## config.mk

```make
export PLATFORM = sky130hd
export DESIGN_NAME = seq_pattern_gen
export DESIGN_NICKNAME = d
export VERILOG_FILES = /design/src/rtl/seq_pattern_gen.sv
export SDC_FILE = /design/constraint.sdc
export NUM_CORES = 1
export LEC_CHECK = 0
export ABC_CLOCK_PERIOD_IN_PS = 2400
export CORE_ASPECT_RATIO = 1.1
export CORE_MARGIN = 3
export CORE_UTILIZATION = 47
export CTS_CLUSTER_DIAMETER = 50
export CTS_CLUSTER_SIZE = 24
export DETAILED_ROUTE_END_ITERATION = 10
export HOLD_SLACK_MARGIN = 0.02
export PLACE_DENSITY = 0.81
export SYNTH_ARGS = -nofsm -noshare
export SYNTH_HDL_FRONTEND = slang
export SYNTH_SLANG_ARGS = --single-unit
```

## constraint.sdc

```tcl
create_clock -name clk -period 2.4 [get_ports clk]
set_clock_uncertainty 0.15 [all_clocks]
set_input_delay 0.48 -clock clk [delete_from_list [all_inputs] [get_ports clk]]
set_output_delay 0.48 -clock clk [all_outputs]
set_load 0.01 [all_outputs]
```

## src/rtl/seq_pattern_gen.sv

```systemverilog
// rtl/seq_pattern_gen.sv - MSB-first serial pattern transmitter with aligned expected-detection pulse
// Optional inter-frame gap state compiled in with SEQ_GEN_GAP_EN.
module seq_pattern_gen #(
  parameter int PAT_W = 4,
  parameter int CNT_W = 8,
  parameter int GAP_W = 4
) (
  input  logic             clk,
  input  logic             rst,
  input  logic             start,
  input  logic [PAT_W-1:0] pattern,
  input  logic [CNT_W-1:0] rep_count,
  input  logic             overlap,
  input  logic [GAP_W-1:0] gap_len,
  output logic             busy,
  output logic             data_out,
  output logic             bit_valid,
  output logic             frame_end,
  output logic             expect_det,
  output logic             done
);

  localparam int IDX_W = (PAT_W > 1) ? $clog2(PAT_W) : 1;
  localparam logic [IDX_W-1:0] IDX_TOP = IDX_W'(PAT_W - 1);
  localparam logic [IDX_W-1:0] IDX_OVL = IDX_W'(PAT_W - 2);

  typedef enum logic [1:0] {
    ST_IDLE  = 2'd0,
    ST_SHIFT = 2'd1,
`ifdef SEQ_GEN_GAP_EN
    ST_GAP   = 2'd3,
`endif
    ST_DONE  = 2'd2
  } state_t;

  state_t           state_q, state_d;
  logic [IDX_W-1:0] idx_q, idx_d;
  logic [CNT_W-1:0] reps_q, reps_d;
  logic [PAT_W-1:0] pat_q, pat_d;
  logic             ovl_q, ovl_d;

  logic busy_d, data_out_d, bit_valid_d, frame_end_d, done_d;

`ifdef SEQ_GEN_GAP_EN
  logic [GAP_W-1:0] gap_q, gap_d;
  logic [GAP_W-1:0] gap_cnt_q, gap_cnt_d;
`else
  logic unused_gap;
  assign unused_gap = ^gap_len;
`endif

  // Outputs are registered from the next-state values, so each output
  // register reflects the state the FSM occupies during the same cycle.
  always_ff @(posedge clk) begin
    if (rst) begin
      state_q    <= ST_IDLE;
      idx_q      <= '0;
      reps_q     <= '0;
      pat_q      <= '0;
      ovl_q      <= 1'b0;
      busy       <= 1'b0;
      data_out   <= 1'b0;
      bit_valid  <= 1'b0;
      frame_end  <= 1'b0;
      expect_det <= 1'b0;
      done       <= 1'b0;
`ifdef SEQ_GEN_GAP_EN
      gap_q      <= '0;
      gap_cnt_q  <= '0;
`endif
    end else begin
      state_q    <= state_d;
      idx_q      <= idx_d;
      reps_q     <= reps_d;
      pat_q      <= pat_d;
      ovl_q      <= ovl_d;
      busy       <= busy_d;
      data_out   <= data_out_d;
      bit_valid  <= bit_valid_d;
      frame_end  <= frame_end_d;
      expect_det <= frame_end;
      done       <= done_d;
`ifdef SEQ_GEN_GAP_EN
      gap_q      <= gap_d;
      gap_cnt_q  <= gap_cnt_d;
`endif
    end
  end

  always_comb begin
    state_d = state_q;
    idx_d   = idx_q;
    reps_d  = reps_q;
    pat_d   = pat_q;
    ovl_d   = ovl_q;
`ifdef SEQ_GEN_GAP_EN
    gap_d     = gap_q;
    gap_cnt_d = gap_cnt_q;
`endif

    case (state_q)
      ST_IDLE: begin
        if (start) begin
          pat_d  = pattern;
          ovl_d  = overlap;
          reps_d = rep_count;
          idx_d  = IDX_TOP;
`ifdef SEQ_GEN_GAP_EN
          gap_d  = gap_len;
`endif
          state_d = (rep_count == '0) ? ST_DONE : ST_SHIFT;
        end
      end

      ST_SHIFT: begin
        if (idx_q == '0) begin
          reps_d = reps_q - CNT_W'(1);
          if (reps_q == CNT_W'(1)) begin
            state_d = ST_DONE;
          end
`ifdef SEQ_GEN_GAP_EN
          else if (gap_q != '0) begin
            state_d   = ST_GAP;
            gap_cnt_d = gap_q;
          end
`endif
          // Matching end bits let the next frame reuse the bit just sent.
          else if (ovl_q && (pat_q[PAT_W-1] == pat_q[0])) begin
            idx_d = IDX_OVL;
          end else begin
            idx_d = IDX_TOP;
          end
        end else begin
          idx_d = idx_q - IDX_W'(1);
        end
      end

`ifdef SEQ_GEN_GAP_EN
      ST_GAP: begin
        if (gap_cnt_q == GAP_W'(1)) begin
          state_d = ST_SHIFT;
          idx_d   = IDX_TOP;
        end else begin
          gap_cnt_d = gap_cnt_q - GAP_W'(1);
        end
      end
`endif

      ST_DONE: begin
        state_d = ST_IDLE;
      end

      default: begin
        state_d = ST_IDLE;
      end
    endcase

    bit_valid_d = (state_d == ST_SHIFT);
    data_out_d  = bit_valid_d & pat_d[idx_d];
    frame_end_d = bit_valid_d && (idx_d == '0);
    done_d      = (state_d == ST_DONE);
    busy_d      = (state_d != ST_IDLE);
  end

endmodule

```

* After elaboration in Yosys (flattened, before gate mapping)
Cells that the tools add are included.
** Operators by class
- Shift operators :: 0
- Bitwise logic cells :: 1
- Equal/unequal tests :: 7
- Add/sub/neg operators :: 2
- Order comparisons :: 1
- Muxes and demuxes :: 17
- Multipliers :: 0
- Reduce and logical (&&, ||, !) cells :: 10
- Div/mod/pow operators :: 0
** Operators by type and width (count)
- $mux 8 :: 2
- $pmux 8 s2 :: 1
- $mux 2 :: 7
- $eq 8x1->1 const B :: 1
- $logic_not 8->1 :: 1
- $mux 4 :: 2
- $pmux 2 s2 :: 2
- $sub 8x1->8 const B :: 1
- $logic_not 2->1 :: 3
- $eq 2x1->1 const B :: 2
- $ne 2x2->1 const B :: 2
- $reduce_bool 2->1 :: 2
- $lt 2x3->1 const B :: 1
- $reduce_and 3->1 :: 1
- $bmux 1 s2 :: 1
- $eq 2x2->1 const B :: 1
- $logic_and 1x1->1 :: 2
- $mux 1 :: 2
- $reduce_and 2->1 :: 1
- $sub 2x1->2 const B :: 1
- $and 1x1->1 :: 1
- $eq 1x1->1 :: 1
** Word-level totals
- Bits of input ports :: 20
- Memories :: 0
- Memory bits (read-only) :: 0
- Bits in latches :: 0
- RAM bits :: 0
- Register bits :: 23

* Logic depth before layout (Yosys ltp)
Gate-level depths: netlist of the first run.
- Depth in word-level cells :: 9
- Mapped depth :: 8
- Depth with buffers taken out :: 8

* Least setup slack after synthesis of the first run
Ideal clock, no wire load.
- Kind :: flip-flop to flip-flop
- Start :: reg reps_q[4]
- End :: reg data_out
- Buffers on the path :: 0
- Data required time :: 2.183 ns
- Clock period less this slack :: 2.210 ns
- Data arrival time :: 1.993 ns
- Slack :: 0.190 ns
- Stages on the path, launching flop included :: 7
- Cell sequence :: dfxtp_1 or3_1 or4_4 a211oi_4 mux2i_1 mux2_2 o21ai_2
** Between the ends
- Word-level cells in the longest chain between the ends :: 7
- Elaborated cells between the ends (all ways) :: 11
** RTL lines
- from (decl) :: line 38 : logic [CNT_W-1:0] reps_q, reps_d;
- from (signal assigned) :: line 74 : reps_q <= reps_d;
- $eq 8x1->1 * :: line 118 : if (reps_q == CNT_W'(1)) begin
- $mux 2 :: line 118
- $mux 2 :: line 116 : if (idx_q == '0) begin
- $pmux 2 s2 :: line 101 : case (state_q)
- $bmux 1 s2 :: line 159 : data_out_d = bit_valid_d & pat_d[idx_d];
- $mux 1 (not written as such) :: line 159
- $and 1x1->1 * :: line 159
- to (signal assigned) :: line 78 : data_out <= data_out_d;
- to (decl) :: line 16 : output logic data_out,
Every way passes the cells marked *; elsewhere a longest branch is shown, timed or not. The select of a mux whose other input is x is not followed.
A chain may end at the register's enable or synchronous reset.

* Worst setup path in the final report of the first run
- Start :: reg reps_q[6]
- End :: reg data_out
The elaborated chain is that of the path after synthesis.

==> run_results.csv, run 1 <==
group,metric,value,unit
logic_synthesis,yosysWarnings,0,
final_layout,post-route-util,69.34,%
route,first_iter_violations,24,
route,wire_per_inst,13.48,µm
worst_setup_path,worstPathArrival,2410,ps
global_routing,overflow,0,
global_routing,first_global_vias,1030,
pwr,switching_share,31.22,%
timing,finalCritPeriodShare,95.96,%
logic_synthesis,syn-cell-area,1104,µm²
final_layout,diodes,0,
logic_synthesis,synth-seq-cells,23,
worst_setup_path,path_class,"reg2reg",
pwr,p_leak,0.5612,nW
logic_synthesis,synth-xor-area-share,0.7937,%
worst_setup_path,crit_path_end_kind,"flip-flop",
logic_synthesis,synth_top_area_cell,"dfxtp_1",
pwr,clockPowerShare,20.1,%
logic_synthesis,syn_nets,158,
pwr,switchingPower,0.2806,mW
place,io_buffers,21,
worst_setup_path,path_max_fanout,4,
final_layout,final_nets,190,
route,drc,0,
clock_tree,htree_levels,1,
place,gp_congestion,0.8049,
pwr,powerDensity,615.5,nW/µm²
timing,relSlewSlack,66.77,%
worst_setup_path,start_kind,"flip-flop",
logic_synthesis,avgSynthCellArea,8.114,µm²
logic_synthesis,synthDistinctLibCells,31,
clock_tree,cts_buffer_depth,2,
final_layout,fillers,161,
timing,tightest_slew,494.6,ps
clock_tree,cts.sinks,23,
clock_tree,cts_buffers,3,
logic_synthesis,synth_ff_type,"dfxtp_1",
logic_synthesis,synth_top_family_by_area,"compound AO/OA/AOI/OAI gates",
clock_tree,cts_tree,"built",
final_layout,regArea,460.4,µm²
timing,rsz0062_at_grt,"no",
route,drtAntennaViolNets,0,
logic_synthesis,ys_seq_area_share,41.72,%
logic_synthesis,synth_edf_count,0,
timing,setup-violations-final,0,
logic_synthesis,async_reset_ff_share,0,%
final_layout,drive_gt1_share,15.57,%
final_layout,layout_common_cells,"dfxtp_1 (23), clkdlybuf4s50_1 (21), nand2_1 (19)",
final_layout,multi_input_area,615.6,µm²
floorplan,start_util,52.41,%
place,place_hpwl,1.883,mm
final_layout,syn2layout_area_growth,32.31,%
final_layout,final_common_cell,"dfxtp_1",
route,first_pass_iters,4,
global_routing,grt_max_degree,17,
floorplan,fp-row-count,17,
timing,report.final.slew_viol_count,0,
timing,hold_viol,0,
floorplan,die_area,2966,µm²
clock_tree,cts-root-buf,"clkbuf_4",
global_routing,grt.total_usage,19.03,%
logic_synthesis,yosys.area_share.adder,2.268,%
job,drv_cap,0,
logic_synthesis,synth-simple-area-share,24.26,%
worst_setup_path,crit_required,2510,ps
timing,min_period,2303,ps
logic_synthesis,netlist_instances,136,
pwr,intPower,0.6181,mW
route,finalWirelength,2.628,mm
pwr,seq_power_share,49.7,%
place,dp_cells,190,
clock_tree,worstSkewPairLatency,320,ps
global_routing,grt_antenna_before_repair,0,
final_layout,instances_no_fill,195,
route,via_per_inst,5.713,
global_routing,grt_pass1_wl,4.360,mm
floorplan,die_h,56.82,µm
timing,fmax,434.2,MHz
floorplan,io_pins,26,
pwr,peakVddDrop,335.5,µV
logic_synthesis,synth_top_area_share,41.72,%
floorplan,coreArea,2106,µm²
floorplan,die_width,52.20,µm
clock_tree,clk_pin_slew,120,ps
logic_synthesis,synth_area_leaders,"dfxtp_1 (42%), a21oi_1 (6.8%), nand2_1 (6.5%)",
route,num_vias,1114,
logic_synthesis,synth_compound_area_share,24.38,%
logic_synthesis,synthMuxAreaShare,2.834,%
status,run_status,"finished, final reports clean",
pwr,comb_power_share,30.1,%
hold_path,hp-class,"reg2reg",
==> path summary, 6_finish.rpt <==
check / start / to / slack (ps) / depth (start not counted)
setup / recovery: reps_q[6] / data_out / 100 / 6
setup reg to reg: reps_q[6] / data_out / 100 / 6
hold / removal: pat_q[1] / pat_q[1] / 320 / 2
hold reg to reg: pat_q[1] / pat_q[1] / 320 / 2
==> power by group through the flow <==
stage / Sequential (mW) / Clock (mW) / Combinational (mW)
after floorplan: 0.451 / 0 / 0.159
after CTS: 0.445 / 0.184 / 0.260
after global routing: 0.451 / 0.204 / 0.299
after detailed placement: 0.452 / 0 / 0.259
after global placement: 0.451 / 0 / 0.250
final: 0.447 / 0.181 / 0.271
==> registers in the layout, summed over array words and instances (netlist names) <==
| name | flops |
|---|---|
| expect_det | 1 |
| busy | 1 |
| bit_valid | 1 |
| state_q | 2 |
| ovl_q | 1 |
| done | 1 |
| idx_q | 2 |
| data_out | 1 |
| reps_q | 8 |
| pat_q | 4 |
| frame_end | 1 |
==> synth_stat cells, drive strengths merged, types with 2 or more instances <==
library cell / count
a211oi: 7
ha: 2
o21ai: 12
nand2b: 4
a21oi: 15
nor2b: 2
nor3: 3
or3: 2
inv: 4
clkbuf: 7
nor3b: 2
mux2i: 2
a22oi: 2
nor2: 12
dfxtp: 23
or4: 5
or2: 3
nand2: 19
==> final cells by class <==
class / instances / area share, %
Tap cell: 28 / 2.399
Timing Repair Buffer: 34 / 21.08
Multi-Input combinational cell: 102 / 42.16
Clock buffer: 4 / 1.799
Inverter: 4 / 1.028
Sequential cell: 23 / 31.53
==> routing by layer <==
metal  track usage (%)  vias to the layer above  wire length (µm)
met5                 0                        -                 0
met4             6.934                        0                43
met3             4.509                        5               197
met2             31.24                       48              1249
met1             23.74                      519              1138
li1                  -                      542                 -
==> cells by family (layout without fill, tap and decap cells) <==
group | after synthesis | count (layout)
xor gates and xnor gates | 1 | 1
buffers and inverters | 11 | 42
AOI/OAI and AO/OA | 42 | 42
and+or+nand+nor | 54 | 54
DFF | 23 | 23
adders and majority gates | 2 | 2
muxes | 3 | 3
==> stage by stage <==
step / worst slack, ps / setup TNS, ps / power (mW) / hold WS, ps / cell area, µm²
6_report: 97.08 / 0 / 0.8987 / 319.6 / 1460
5_1_grt: 49.67 / 0 / 0.9539 / 343.5 / 1460
4_1_cts: 4.291 / 0 / 0.8887 / 328.9 / 1439
3_5_place_dp: -238.1 / -404.6 / 0.7109 / 310.3 / 1413
3_3_place_gp: -160.9 / -234.9 / 0.7010 / 294.5 / 1413
2_1_floorplan: 190.2 / 0 / 0.6100 / 285.7 / 1104
==> what timing repair did <==
| action | CTS | global route |
|---|---|---|
| buffers inserted | 0 | 1 |
| hold buffers | 0 | 0 |
| setup endpoints to repair | 0 | 3 |
| resized for setup | 0 | 4 |
==> worst max-delay path, cell delays in order, from the launching register on <==
cell,delay [ps]
dfxtp_1,330
or3_1,430
or4_4,490
a211oi_4,330
mux2i_1,110
mux2_2,280
o21ai_2,120
(Power assumes the default switching activity.)
==> run 2: changes to the inputs <==
- GPL_ROUTABILITY_DRIVEN: not set -> 0
==> results of run 2 <==
Final layout, timing and power as in run 1 (identical DEF).
==> run 3: changes to the inputs <==
- SETUP_SLACK_MARGIN: not set -> 0.2
==> run_results.csv, run 3 (same netlist as run 1, synthesis figures left out) <==
group,metric,value,unit
pwr,comb_power_share,30.4,%
hold_path,hold_start,"pat_q[1]",
pwr,clockPowerShare,19.8,%
clock_tree,clk_pin_slew,130,ps
clock_tree,cts.sinks,23,
timing,rsz0062_at_grt,"yes",
global_routing,grt.total_usage,19.95,%
timing,min_period,2232,ps
pwr,p_leak,0.5613,nW
worst_setup_path,crit_start,"reps_q[4]",
timing,finalCritPeriodShare,92.99,%
final_layout,largest_reg_flops,8,
worst_setup_path,crit_path_end_kind,"flip-flop",
pwr,switchingPower,0.2824,mW
final_layout,diodes,0,
place,place_hpwl,1.990,mm
global_routing,grt_pass1_wl,4.554,mm
worst_setup_path,r2r_start,"reps_q[4]",
floorplan,io_pins,26,
floorplan,die_h,56.82,µm
floorplan,coreArea,2106,µm²
global_routing,overflow,0,
route,drc,0,
clock_tree,cts_buffer_depth,2,
job,drv_cap,0,
status,run_status,"finished, final reports clean",
place,dp_cells,188,
global_routing,grt_max_degree,17,
final_layout,top_register,"reps_q",
floorplan,fp-row-count,17,
route,wire_per_inst,14.06,µm
final_layout,top_regs,"reps_q x8, pat_q x4",
clock_tree,cts_tree,"built",
floorplan,die_area,2966,µm²
timing,fmax,448.1,MHz
worst_setup_path,path_class,"reg2reg",
route,via_per_inst,5.788,
route,num_vias,1117,
clock_tree,cts-root-buf,"clkbuf_4",
clock_tree,cts_hold_buf,0,
timing,hold_viol,0,
worst_setup_path,path_max_fanout,4,
worst_setup_path,r2r_slack,170,ps
pwr,total_power,0.9005,mW
pwr,intPower,0.6181,mW
timing,hold_ws,323.2,ps
worst_setup_path,crit_chain,"or3_4, or4_4, a211oi_4, mux2i_1, mux2_4, o21ai_2",
worst_setup_path,path_buf_inv,0,
worst_setup_path,path_delay_family,"simple AND/OR/NAND/NOR gates",
route,finalWirelength,2.713,mm
hold_path,hold_depth,2,
timing,setup-violations-final,0,
timing,report.final.slew_viol_count,0,
timing,fin_setup_tns,0,ps
worst_setup_path,r2r-end,"data_out",
clock_tree,cts_buffers,3,
worst_setup_path,start_kind,"flip-flop",
floorplan,start_util,52.41,%
global_routing,grt_antenna_before_repair,0,
final_layout,final_nets,188,
place,io_buffers,21,
hold_path,hp-class,"reg2reg",
route,first_pass_iters,6,
timing,tightest_slew,556.9,ps
worst_setup_path,reg2reg_depth,6,
pwr,switching_share,31.36,%
floorplan,die_width,52.20,µm
final_layout,layout_common_cells,"dfxtp_1 (21), clkdlybuf4s50_1 (21), nand2_1 (19)",
worst_setup_path,worstPathArrival,2300,ps
hold_path,hold_path_end,"pat_q[1]",
worst_setup_path,slowest_delay,470,ps
worst_setup_path,crit_required,2470,ps
clock_tree,htree_levels,1,
final_layout,fillers,165,
final_layout,instances_no_fill,193,
pwr,peakVddDrop,308.4,µV
clock_tree,worstSkewPairLatency,310,ps
pwr,powerDensity,616.2,nW/µm²
timing,relSlewSlack,62.59,%
final_layout,drive_gt1_share,17.58,%
final_layout,syn2layout_area_growth,32.43,%
global_routing,first_global_vias,1094,
route,drtAntennaViolNets,0,
route,first_iter_violations,42,
pwr,seq_power_share,49.8,%
worst_setup_path,cpMaxStageDelayCell,"or4_4",
## run 3: worst max path at each step
stage | to | cells past startpoint
final | data_out | 6
after floorplan | data_out | 6
after CTS | data_out | 6
after global placement | busy | 5
after detailed placement | busy | 5
after global routing | data_out | 6
## run 3: power by group through the flow
stage	Clock, mW	Combinational (mW)	Sequential (mW)
floorplan	0	0.160	0.451
global placement	0	0.247	0.451
detailed placement	0	0.256	0.454
CTS	0.188	0.264	0.446
global route	0.201	0.303	0.453
finish	0.178	0.274	0.448
## run 3: stage by stage
| stage | utilization [%] | area [µm²] | setup WS, ps |
|---|---|---|---|
| finish | 69.40 | 1461 | 168.1 |
| CTS | 68.81 | 1449 | 137.7 |
| global placement | 66.37 | 1398 | -163.3 |
| detailed placement | 66.37 | 1398 | -235.5 |
| global route | 69.40 | 1461 | 132.2 |
| floorplan | - | 1104 | 202.4 |
## run 3: worst register-to-register path, cell delays in order (launching register included)
cell	delay (ps)
dfxtp_2	350
or3_4	390
or4_4	470
a211oi_4	300
mux2i_1	250
mux2_4	180
o21ai_2	40
## run 3: final cells by class
| cell class | count | area [µm²] | area share, % |
|---|---|---|---|
| clock buffer | 3 | 22.52 | 1.541 |
| clock inverter | 1 | 5.005 | 0.3425 |
| inverter | 4 | 15.01 | 1.027 |
| multi-input combinational | 102 | 628.1 | 42.98 |
| sequential | 23 | 462.9 | 31.68 |
| tap | 28 | 35.03 | 2.397 |
| timing repair buffer | 32 | 292.8 | 20.03 |
## run 3: timing repair
| item | CTS | global route |
|---|---|---|
| endpoints found under the setup margin | 4 | 3 |
| buffers inserted | 0 | 1 |
| pin swaps | 4 | 2 |
| resized for setup | 7 | 1 |
## run 3: per-layer routing
layer | vias up | track usage [%] | part of all wire, % | wire length (µm)
met1 | 529 | 25.24 | 42 | 1143
met2 | 41 | 32.14 | 51 | 1392
met4 | 0 | 10.95 | 1.4 | 38
li1 | 542 | - | - | -
met3 | 5 | 2.387 | 5.1 | 138
met5 | - | 0 | 0 | 0
